[src/rtl/booth_arb_pkg.sv]
// Shared constants for the booth_mult_arbiter slice: FSM encoding, datapath widths,
// and the pointer-wrap helper used when BOOTH_ARB_RR_EN is defined.
package booth_arb_pkg;

    localparam logic [1:0] ST_IDLE   = 2'b00;
    localparam logic [1:0] ST_LAUNCH = 2'b01;
    localparam logic [1:0] ST_WAIT   = 2'b10;
    localparam logic [1:0] ST_RESP   = 2'b11;

    localparam int OPW      = 8;
    localparam int PRW      = 16;
    localparam int NREQ_MAX = 4;

    function automatic int wrap_inc(input int v, input int n);
        if (v + 1 >= n) begin
            return 0;
        end else begin
            return v + 1;
        end
    endfunction

endpackage

[src/rtl/booth_mult_arbiter_rr_grant.sv]
// Combinational grant: first valid requester found when searching upward from ptr_i,
// wrapping at NREQ. A zero pointer gives plain lowest-index priority.
module rr_grant
    import booth_arb_pkg::*;
#(
    parameter int NREQ = 2,
    parameter int IDW  = 2
) (
    input  logic [NREQ-1:0] req_i,
    input  logic [IDW-1:0]  ptr_i,
    output logic [NREQ-1:0] gnt_oh_o,
    output logic [IDW-1:0]  gnt_idx_o,
    output logic            any_o
);

    int cand;

    // Rotated search; the first hit latches and later candidates are ignored.
    always_comb begin
        gnt_oh_o  = {NREQ{1'b0}};
        gnt_idx_o = {IDW{1'b0}};
        any_o     = 1'b0;
        cand      = 0;
        for (int off = 0; off < NREQ; off++) begin
            cand = int'(ptr_i) + off;
            if (cand >= NREQ) begin
                cand = cand - NREQ;
            end else begin
                cand = cand;
            end
            if (!any_o && (|(req_i & (NREQ'(1'b1) << cand)))) begin
                gnt_oh_o  = NREQ'(1'b1) << cand;
                gnt_idx_o = IDW'(cand);
                any_o     = 1'b1;
            end else begin
                any_o     = any_o;
            end
        end
    end

endmodule

[src/rtl/booth_mult_arbiter.sv]
// Shares one sequential boothMult between NREQ requesters and returns product plus id.
// Define BOOTH_ARB_RR_EN for round-robin grant; otherwise lowest index wins.
module booth_mult_arbiter
    import booth_arb_pkg::*;
#(
    parameter int NREQ = 2,
    parameter int IDW  = 2
) (
    input  logic                clk,
    input  logic                Resetn,
    input  logic [NREQ-1:0]     req_valid,
    output logic [NREQ-1:0]     req_ready,
    input  logic [OPW*NREQ-1:0] req_mplier,
    input  logic [OPW*NREQ-1:0] req_mcand,
    output logic                mul_start,
    output logic [OPW-1:0]      mul_mplier,
    output logic [OPW-1:0]      mul_mcand,
    input  logic                mul_finish,
    input  logic [PRW-1:0]      mul_product,
    output logic                rsp_valid,
    input  logic                rsp_ready,
    output logic [IDW-1:0]      rsp_id,
    output logic [PRW-1:0]      rsp_product,
    output logic                busy
);

    logic [1:0]      state_q, state_d;
    logic [OPW-1:0]  mplier_q, mplier_d;
    logic [OPW-1:0]  mcand_q, mcand_d;
    logic [IDW-1:0]  id_q, id_d;
    logic [PRW-1:0]  prod_q, prod_d;
    logic            rsp_valid_q, rsp_valid_d;
    logic            start_q;

    logic [IDW-1:0]  ptr_s;
    logic [NREQ-1:0] gnt_oh_s;
    logic [IDW-1:0]  gnt_idx_s;
    logic            any_s;
    logic            accept_s;
    logic [OPW-1:0]  sel_mplier_s;
    logic [OPW-1:0]  sel_mcand_s;

    rr_grant #(
        .NREQ (NREQ),
        .IDW  (IDW)
    ) u_grant (
        .req_i     (req_valid),
        .ptr_i     (ptr_s),
        .gnt_oh_o  (gnt_oh_s),
        .gnt_idx_o (gnt_idx_s),
        .any_o     (any_s)
    );

`ifdef BOOTH_ARB_RR_EN
    logic [IDW-1:0] ptr_q, ptr_d;

    // Pointer moves past the requester just served.
    always_comb begin
        ptr_d = ptr_q;
        if (accept_s) begin
            ptr_d = IDW'(wrap_inc(int'(gnt_idx_s), NREQ));
        end else begin
            ptr_d = ptr_q;
        end
    end

    // Round-robin pointer register.
    always_ff @(posedge clk) begin
        if (Resetn) begin
            ptr_q <= {IDW{1'b0}};
        end else begin
            ptr_q <= ptr_d;
        end
    end

    assign ptr_s = ptr_q;
`else
    assign ptr_s = {IDW{1'b0}};
`endif

    assign sel_mplier_s = OPW'(req_mplier >> (OPW * int'(gnt_idx_s)));
    assign sel_mcand_s  = OPW'(req_mcand >> (OPW * int'(gnt_idx_s)));

    // Requests are only offered a ready while the shared multiplier is free.
    always_comb begin
        req_ready = {NREQ{1'b0}};
        accept_s  = 1'b0;
        if (state_q == ST_IDLE) begin
            req_ready = gnt_oh_s;
            accept_s  = any_s;
        end else begin
            req_ready = {NREQ{1'b0}};
            accept_s  = 1'b0;
        end
    end

    // Next-state and datapath capture; mul_finish only matters in WAIT.
    always_comb begin
        state_d     = state_q;
        mplier_d    = mplier_q;
        mcand_d     = mcand_q;
        id_d        = id_q;
        prod_d      = prod_q;
        rsp_valid_d = rsp_valid_q;
        case (state_q)
            ST_IDLE: begin
                if (accept_s) begin
                    state_d  = ST_LAUNCH;
                    mplier_d = sel_mplier_s;
                    mcand_d  = sel_mcand_s;
                    id_d     = gnt_idx_s;
                end else begin
                    state_d  = ST_IDLE;
                end
            end
            ST_LAUNCH: begin
                state_d = ST_WAIT;
            end
            ST_WAIT: begin
                if (mul_finish) begin
                    state_d     = ST_RESP;
                    prod_d      = mul_product;
                    rsp_valid_d = 1'b1;
                end else begin
                    state_d     = ST_WAIT;
                end
            end
            ST_RESP: begin
                if (rsp_ready) begin
                    state_d     = ST_IDLE;
                    rsp_valid_d = 1'b0;
                end else begin
                    state_d     = ST_RESP;
                end
            end
            default: begin
                state_d     = ST_IDLE;
                rsp_valid_d = 1'b0;
            end
        endcase
    end

    // State and output registers; reset abandons any operation in flight.
    always_ff @(posedge clk) begin
        if (Resetn) begin
            state_q     <= ST_IDLE;
            mplier_q    <= {OPW{1'b0}};
            mcand_q     <= {OPW{1'b0}};
            id_q        <= {IDW{1'b0}};
            prod_q      <= {PRW{1'b0}};
            rsp_valid_q <= 1'b0;
            start_q     <= 1'b0;
        end else begin
            state_q     <= state_d;
            mplier_q    <= mplier_d;
            mcand_q     <= mcand_d;
            id_q        <= id_d;
            prod_q      <= prod_d;
            rsp_valid_q <= rsp_valid_d;
            start_q     <= accept_s;
        end
    end

    assign mul_start   = start_q;
    assign mul_mplier  = mplier_q;
    assign mul_mcand   = mcand_q;
    assign rsp_valid   = rsp_valid_q;
    assign rsp_id      = id_q;
    assign rsp_product = prod_q;
    assign busy        = (state_q != ST_IDLE);

endmodule

[config.mk]
export PLATFORM = sky130hd
export DESIGN_NAME = booth_mult_arbiter
export DESIGN_NICKNAME = d
export VERILOG_FILES = /design/src/rtl/booth_arb_pkg.sv /design/src/rtl/booth_mult_arbiter_rr_grant.sv /design/src/rtl/booth_mult_arbiter.sv
export SDC_FILE = /design/constraint.sdc
export NUM_CORES = 1
export LEC_CHECK = 0
export ABC_AREA = 1
export CAP_MARGIN = 10
export CORE_MARGIN = 2
export CORE_UTILIZATION = 30
export CTS_CLUSTER_SIZE = 10
export DETAILED_ROUTE_END_ITERATION = 8
export SLEW_MARGIN = 0
export SYNTH_ARGS = -nofsm -noshare
export SYNTH_HDL_FRONTEND = slang
export SYNTH_SLANG_ARGS = --single-unit
[constraint.sdc]
create_clock -name clk -period 3.4 [get_ports clk]
set_clock_uncertainty 0.2 [all_clocks]
set_input_delay 0.85 -clock clk [delete_from_list [all_inputs] [get_ports clk]]
set_output_delay 0.85 -clock clk [all_outputs]
set_load 0.02 [all_outputs]
==> metrics.txt, run 1 <==
Core Box Area=between 0.005 and 0.006 mm2; Cells on Worst Hold Path=2; Post-CTS Hold Fix Bufs=0; Tmin final=3.185 ns; Area Overhead vs Synth=59.59%; diodes inserted=0; Critical Path End Type=output pin; RD Place Congestion=0.6779; Max rail drop VDD=188.0 uV; Tot GR Track Use=14.56%; crit path max-delay cell type=clkdlybuf4s50_1; Clock Path Buffers=2; fmax=around 310 MHz; DIE WIDTH=79.48 um; Crit path top cell by count=clkdlybuf4s50_1; clock-pin slew on the worst setup and hold paths=0.07 ns; worst-case reg-to-reg path depth=4; Root Buffer=clkbuf_8; Die Y=a little under 80 um; Post-synth top cells=nor2_1 (68), nand2_1 (59), dfxtp_1 (37); TritonCTS clock tree=done; worst hold path class=reg2reg; initial antenna violation count=0; final net count=397; CP arrival=roughly 2.1 ns; grt ovf=0; Post-CTS Setup Repair Bufs=0; DR iter-0 viols=54; Yosys Warn Count=0; DRT Pass-1 Iters=4; Via density=4.159; post-synth top area share=43.34%; syn_area_per_cell=6.729 um2; initial core utilization=31.04%; unrepaired setup endpoints after global routing=false; Area contributors post-synth=dfxtp_1 (43%), nor2_1 (15%), nand2_1 (13%); hold endpoint=rsp_valid; Die Area=0.006317 mm2; first-pass GRT wire length=7203 um; CP max FO=2; R2R Setup Slk=about 1.9 ns; crit-path cells=clkdlybuf4s50_1 > nand2_2 > nor2_1 > clkdlybuf4s50_1; final hold vios=0; Synth cell types=20; crit start category=input port; final critical-path share of the clock period=93.68%; DP Worst Slack=0.2139 ns; PortBufs=91; worst endpoint required time=between 2 and 2.5 ns; final worst slack=0.2149 ns; hold wc startpoint=rsp_valid; power density over cell area=440.1 mW/mm2; # rows=27; FFs w/ async S/R, synth=0%; Top Ports=93; vias in the first global route=1,553; syn nets=308; Max Slew Vio Count=0; r2r endpoint=state_q[0]; post-synth top area cell=dfxtp_1; Finish-stage setup viols=0; count leader, synth=nor2_1; H-tree depth=2; Post-Syn Area=0.001709 mm2; aggregate routed wire length=4482 um; DRC viols=0; Synth Instances=254; drt wl/cell=10.77 um; CTS resizes=0; status=complete, no violations; layout cells sized above 1=just over 8%; Fin Setup TNS=0 ns; max-cap viol count=0; slowest stage delay, CP=0.61 ns; CTS Buf Count=5; Synth Flop Type=dfxtp_1; CTS sink cnt=37; Worst R2R Start=state_q[1]; Detail Placement HPWL=3144 um; total number of vias=1,730; largest net degree at the start of global routing=35; Skew-Pair Late Insertion Delay=~0.28 ns; sequential fraction of the synthesis area=between 40% and 50%; flip-flop and latch count after synthesis=37; critical path class=in2out; Worst-Margin Slew=0.6898 ns; Post-synth EDFFs=0; post-route antenna net violation count=0; headroom to the max-slew limit=53.97%; leakage power=1.192 nW
## metrics by stage
step	cells	hold slack, ns	util, %	total power, mW	cell area [um2]
floorplan	254	0.3308	-	0.7421	1709
global placement	408	0.2483	48.03	0.9122	2645
detailed placement	408	0.2570	48.03	0.9148	2645
CTS	416	0.2692	49.53	1.218	2728
global route	416	0.3038	49.53	1.275	2728
finish	416	0.2637	49.53	1.200	2728
## worst max path at each step
| stage | startpoint | end | slack [ns] |
|---|---|---|---|
| floorplan | req_valid[1] | req_ready[1] | 0.79 |
| global placement | req_valid[1] | req_ready[1] | 0.21 |
| detailed placement | req_valid[1] | req_ready[1] | 0.21 |
| CTS | req_valid[1] | req_ready[1] | 0.21 |
| global route | req_valid[1] | req_ready[1] | 0.16 |
| finish | req_valid[1] | req_ready[1] | 0.21 |
## flip-flops by register name, summed over array words and instances, names as in the netlist
signal / flops
mul_mcand: 8
mul_mplier: 8
mul_start: 1
rsp_id: 1
rsp_product: 16
rsp_valid: 1
state_q: 2
## worst max-delay path: cells and delay by family
kind / cells / cell delay, ns
buffers and inverters: 2 / 1.12
AND/OR/NAND/NOR: 2 / 0.16
## area by class of cell
class | instances | area [um2]
fillers | 566 | 2779
repair buffers | 95 | 940.9
multi-input cells | 180 | 780.7
flip-flops and latches | 37 | 740.7
inverters | 24 | 92.59
well taps | 72 | 90.09
clock buffers | 6 | 72.57
clock inverters | 2 | 10.01
## metal layers
metal,global-route usage (%),up-vias,routed length (um)
met2,22.86,60,1886
met4,6.207,0,36
met3,4.638,2,393
met1,18.29,729,2165
met5,0,-,0
li1,-,939,-
## power breakdown
part	total, mW	switching, mW	internal, mW	leakage (nW)
combinational	0.395	0.201	0.193	0.843
sequential	0.507	0.0261	0.481	0.304
clock	0.299	0.157	0.142	0.0450
total	1.20	0.384	0.816	1.19
## placed cells by master, fill, tap and decap left out, drive strengths merged
| cell type | n |
|---|---|
| and2 | 1 |
| nand3 | 20 |
| clkinv | 2 |
| conb | 1 |
| inv | 24 |
| clkbuf | 6 |
| dfxtp | 37 |
| nor2 | 69 |
| o21ai | 16 |
| buf | 4 |
| nand2 | 71 |
| clkdlybuf4s50 | 91 |
| a21oi | 2 |
## kinds of logic (layout without fill, tap and decap cells)
logic type,count (synthesis),count (layout),synth area share [%]
AOI/OAI and AO/OA,18,18,5.270
other,1,1,0.2194
buffers and inverters,37,127,10.98
DFF,37,37,43.34
and+or+nand+nor,161,161,40.19
Note: power is estimated with default switching activity, not from simulation.
==> run 2: changes to the inputs <==
Clock period 3.4 ns to 4 ns, I/O delays scaled along.
==> run 2 against run 1 <==
  * Hold slack improved by 0.0019 ns
  * Die area did not move
  * Non-clock buffer count is the same
  * Clock-buffer cell count did not move
  * Wire length is 0.22% lower
  * Power fell by 16%
  * Critical path type unchanged
  * Largest cell class unchanged
==> metrics.txt, run 2 (synthesis results as in run 1) <==
status=complete, no violations (unchanged); CTS resizes=0 (unchanged); Top Ports=93 (unchanged); DRC viols=0 (unchanged); post-route antenna net violation count=0 (unchanged); layout cells sized above 1=8.140% (unchanged); Detail Placement HPWL=3190 um (was 3144 um); fmax=287.0 MHz; drt wl/cell=10.75 um (was 10.77 um); H-tree depth=2 (unchanged); Core Box Area=0.005507 mm2 (unchanged); crit start category=input port (unchanged); worst hold path class=reg2reg (unchanged); Max Slew Vio Count=0 (unchanged); crit path max-delay cell type=clkdlybuf4s50_1 (unchanged); worst endpoint required time=2.80 ns (was 2.35 ns); initial core utilization=31.04% (unchanged); Die Y=79.48 um (unchanged); initial antenna violation count=0 (unchanged); Tot GR Track Use=15.08% (was 14.56%); FILL cells=589 (was 566); Die Area=0.006317 mm2 (unchanged); # rows=27 (unchanged); area of the multi-input gates=780.7 um2 (unchanged); Root Buffer=clkbuf_8 (unchanged); CTS Buf Count=5 (unchanged); Critical Path End Type=output pin (unchanged); Post-Layout Cell Count=416 (unchanged); leakage power=1.192 nW (unchanged); grt ovf=0 (unchanged); Clock Path Buffers=2 (unchanged); clock-pin slew on the worst setup and hold paths=0.07 ns (about the same); total number of vias=1,751 (was 1,730); aggregate routed wire length=4472 um (was 4482 um); final critical-path share of the clock period=87.11%; R2R Setup Slk=2.54 ns (was 1.93 ns); Tmin final=approximately 3.5 ns; DIE WIDTH=79.48 um (unchanged); CTS sink cnt=37 (unchanged); power density over cell area=371.2 mW/mm2 (was 440.1 mW/mm2); number of flip-flops in the largest register=16 (unchanged); first-pass GRT wire length=7479 um (was 7203 um); critical path class=in2out (unchanged); final hold vios=0 (unchanged); most common cell after layout, fill and taps aside=clkdlybuf4s50_1 (unchanged); Register Area=740.7 um2 (unchanged); unrepaired setup endpoints after global routing=false (unchanged); Worst-Margin Slew=0.6414 ns (was 0.6898 ns); DRT Pass-1 Iters=4 (unchanged); Skew-Pair Late Insertion Delay=0.28 ns (about the same); CP max FO=2 (unchanged); largest net degree at the start of global routing=35 (unchanged); vias in the first global route=1,671 (was 1,553); Via density=4.209 (was 4.159); Crit path top cell by count=clkdlybuf4s50_1 (unchanged); diodes inserted=0 (unchanged); DR iter-0 viols=53 (was 54); slowest stage delay, CP=0.61 ns (about the same); Max rail drop VDD=174.9 uV (was 188.0 uV); Post-CTS Hold Fix Bufs=0 (unchanged); max-cap viol count=0 (unchanged); Area Overhead vs Synth=59.59% (unchanged); dpl cells=408 (unchanged); TritonCTS clock tree=done (unchanged); Post-CTS Setup Repair Bufs=0 (unchanged); CP arrival=2.28 ns (was 2.14 ns); RD Place Congestion=0.6759 (was 0.6779); most frequent cells in the layout=clkdlybuf4s50_1 (91), nor2_1 (68), nand2_1 (59), dfxtp_1 (37), inv_1 (21) (unchanged); Fin Setup TNS=0 ns (unchanged); final net count=397 (unchanged); crit-path cells=clkdlybuf4s50_1 > nand2_2 > nor2_1 > clkdlybuf4s50_1 (unchanged); PortBufs=91 (unchanged); headroom to the max-slew limit=57.19% (was 53.97%); Finish-stage setup viols=0 (unchanged)
run 2: cell counts in the layout (fill, tap and decap cells not counted):
No cell type changed its count.
run 2: metrics by stage:
step                worst slack, ns  hold slack [ns]  instance area [um2]  util [%]  total power [mW]
floorplan                     1.089           0.3308                 1709         -            0.6308
global placement             0.5092           0.2489                 2645     48.03            0.7751
detailed placement           0.5264           0.2608                 2645     48.03            0.7779
CTS                          0.5092           0.2732                 2728     49.53             1.034
global route                 0.4584           0.3126                 2728     49.53             1.085
finish                       0.5155           0.2656                 2728     49.53             1.012
run 2: area by class of cell:
type / instances / area share, %
timing repair buffer: 95 / 34.50
multi-input combinational: 180 / 28.62
sequential: 37 / 27.16
inverter: 24 / 3.394
tap: 72 / 3.303
clock buffer: 6 / 2.661
clock inverter: 2 / 0.3670
run 2: critical path: cells and delay by family:
kind	cells	cell delay (ns)
AND/OR/NAND/NOR	2	0.17
buffers and inverters	2	1.12
run 2: final timing paths:
path                       end          from  cells past startpoint
hold / removal       rsp_valid     rsp_valid                      2
setup reg to reg    state_q[0]    state_q[1]                      4
hold reg to reg      rsp_valid     rsp_valid                      2
setup / recovery  req_ready[1]  req_valid[1]                      4
run 2: where the power goes:
part	internal, mW	switching, mW	total [mW]
clock network	0.121	0.126	0.247
registers	0.409	0.0220	0.431
logic	0.164	0.171	0.335
run 2: routing by layer:
metal / vias to the layer above / track usage [%] / part of all wire, %
met3: 4 / 4.751 / 8.8
met4: 0 / 5.690 / 1.3
met2: 62 / 25.13 / 44
met5: - / 0 / 0
li1: 944 / - / -
met1: 741 / 18.06 / 45
==> run 3: changes to the inputs <==
Settings changed: CTS_CLUSTER_DIAMETER set to 120, RECOVER_POWER set to 25.
==> run 3 against run 2 <==
  * Sequential share of layout area rose by 0.21 points
  * Wire length rose by 0.13%
  * Combinational power barely moved
  * Worst setup slack barely moved
  * Cell count did not move
  * Clock power barely moved
  * Cell area fell by 0.78%
  * Sequential power barely moved
  * Largest power group unchanged
==> metrics.txt, run 3 (synthesis results as in run 1) <==
status=complete, no violations (unchanged); layout cells sized above 1=7.558% (was 8.140%); Max rail drop VDD=172.8 uV (was 174.9 uV); post-route antenna net violation count=0 (unchanged); Worst R2R Start=state_q[0] (was state_q[1]); Post-CTS Hold Fix Bufs=0 (unchanged); PortBufs=91 (unchanged); vias in the first global route=1,671 (unchanged); unrepaired setup endpoints after global routing=false (unchanged); Fin Setup TNS=0 ns (unchanged); DRC viols=0 (unchanged); GRT Max-Usage Layer=met2 (unchanged); final critical-path share of the clock period=87.10% (was 87.11%); most common cell after layout, fill and taps aside=clkdlybuf4s50_1 (unchanged); worst-case reg-to-reg path depth=5 (was 4); initial core utilization=31.04% (unchanged); M1 GR Usage=18.06% (unchanged); headroom to the max-slew limit=17.15% (was 57.19%); final instance area=0.002706 mm2 (was 0.002728 mm2); met2 Track Usage GR=25.13% (unchanged); most frequent cells in the layout=clkdlybuf4s50_1 (90), nor2_1 (68), nand2_1 (60), dfxtp_1 (37), inv_1 (21) (was clkdlybuf4s50_1 (91), nor2_1 (68), nand2_1 (59), dfxtp_1 (37), inv_1 (21)); Detail Placement HPWL=3190 um (unchanged); critical path class=in2out (unchanged); RD Place Congestion=0.6759 (unchanged); Tmin final=3.484 ns (was 3.485 ns); diodes inserted=0 (unchanged); met3 usage=4.751% (unchanged); Worst-Margin Slew=1.240 ns (was 0.6414 ns); Cells on Worst Hold Path=2 (unchanged); Critical Path End Type=output pin (unchanged); Area Overhead vs Synth=58.35% (was 59.59%); largest net degree at the start of global routing=35 (unchanged); FILL cells=592 (was 589); Root Buffer=clkbuf_8 (unchanged); DIE WIDTH=79.48 um (unchanged); first-pass GRT wire length=7479 um (unchanged); Max Slew Vio Count=0 (unchanged); drt wl/cell=10.76 um (was 10.75 um); H-tree depth=2 (unchanged); DR iter-0 viols=54 (was 53); DRT Pass-1 Iters=4 (unchanged); Tot GR Track Use=15.08% (unchanged); Post-CTS Setup Repair Bufs=0 (unchanged); Clock Path Buffers=2 (unchanged); fmax=287.0 MHz (about the same); Skew-Pair Late Insertion Delay=0.28 ns (about the same); number of flip-flops in the largest register=16 (unchanged); total number of vias=1,743 (was 1,751); clock-pin slew on the worst setup and hold paths=0.07 ns (about the same); grt ovf=0 (unchanged); final core occ=49.15% (was 49.53%); Core Box Area=0.005507 mm2 (unchanged); # rows=27 (unchanged); Die Y=79.48 um (unchanged); leakage power=1.182 nW (was 1.192 nW); final hold slack=0.2651 ns (was 0.2656 ns); R2R Setup Slk=1.71 ns (was 2.54 ns); CTS Buf Count=5 (unchanged); hold endpoint=rsp_valid (unchanged); aggregate routed wire length=4478 um (was 4472 um); crit start category=input port (unchanged); Die Area=0.006317 mm2 (unchanged); Finish-stage setup viols=0 (unchanged); Placed Area=0.002645 mm2 (unchanged); CP max FO=2 (unchanged); r2r endpoint=rsp_product[7] (was state_q[0]); final hold vios=0 (unchanged); TritonCTS clock tree=done (unchanged); initial antenna violation count=0 (unchanged); worst endpoint required time=2.80 ns (about the same); Via density=4.190 (was 4.209); power density over cell area=373.4 mW/mm2 (was 371.2 mW/mm2); worst hold path class=reg2reg (unchanged); hold wc startpoint=rsp_valid (unchanged); CP arrival=2.28 ns (about the same); Top Ports=93 (unchanged); max-cap viol count=0 (unchanged); CTS resizes=0 (unchanged); CTS sink cnt=37 (unchanged); final net count=397 (unchanged)
[run 3: worst max-delay path by stage]
stage,start,to,depth (start not counted)
finish,req_valid[1],req_ready[1],4
floorplan,req_valid[1],req_ready[1],4
CTS,req_valid[1],req_ready[1],4
global route,req_valid[1],req_ready[1],4
global placement,req_valid[1],req_ready[1],4
detailed placement,req_valid[1],req_ready[1],4
[run 3: report_power, final]
part	total [mW]	switching, mW	internal, mW
Combinational	0.334	0.168	0.166
Clock	0.247	0.126	0.121
Sequential	0.430	0.0214	0.409
[run 3: layout make-up]
type	instances	area [um2]	share of cell area (%)
Tap cell	72	90.09	3.329
Multi-Input combinational cell	180	760.7	28.11
Clock buffer	6	72.57	2.681
Timing Repair Buffer	95	940.9	34.77
Sequential cell	37	740.7	27.37
Inverter	24	91.34	3.375
Clock inverter	2	10.01	0.3699
[run 3: per-stage QoR]
step | total power, mW | worst slack, ns | instances
3_3_place_gp | 0.7751 | 0.5092 | 408
2_1_floorplan | 0.6308 | 1.089 | 254
4_1_cts | 1.034 | 0.5092 | 416
6_report | 1.011 | 0.5160 | 416
5_1_grt | 1.083 | 0.4585 | 416
3_5_place_dp | 0.7779 | 0.5264 | 408
[run 3: routing by layer]
metal	vias up	part of all wire (%)
li1	943	-
met1	738	46
met2	60	45
met3	2	7.9
met4	0	0.83
met5	-	0
[run 3: worst max-delay path: stages]
cell             delay [ns]
clkdlybuf4s50_1        0.51
nand2_2                0.07
nor2_1                 0.10
clkdlybuf4s50_1        0.61
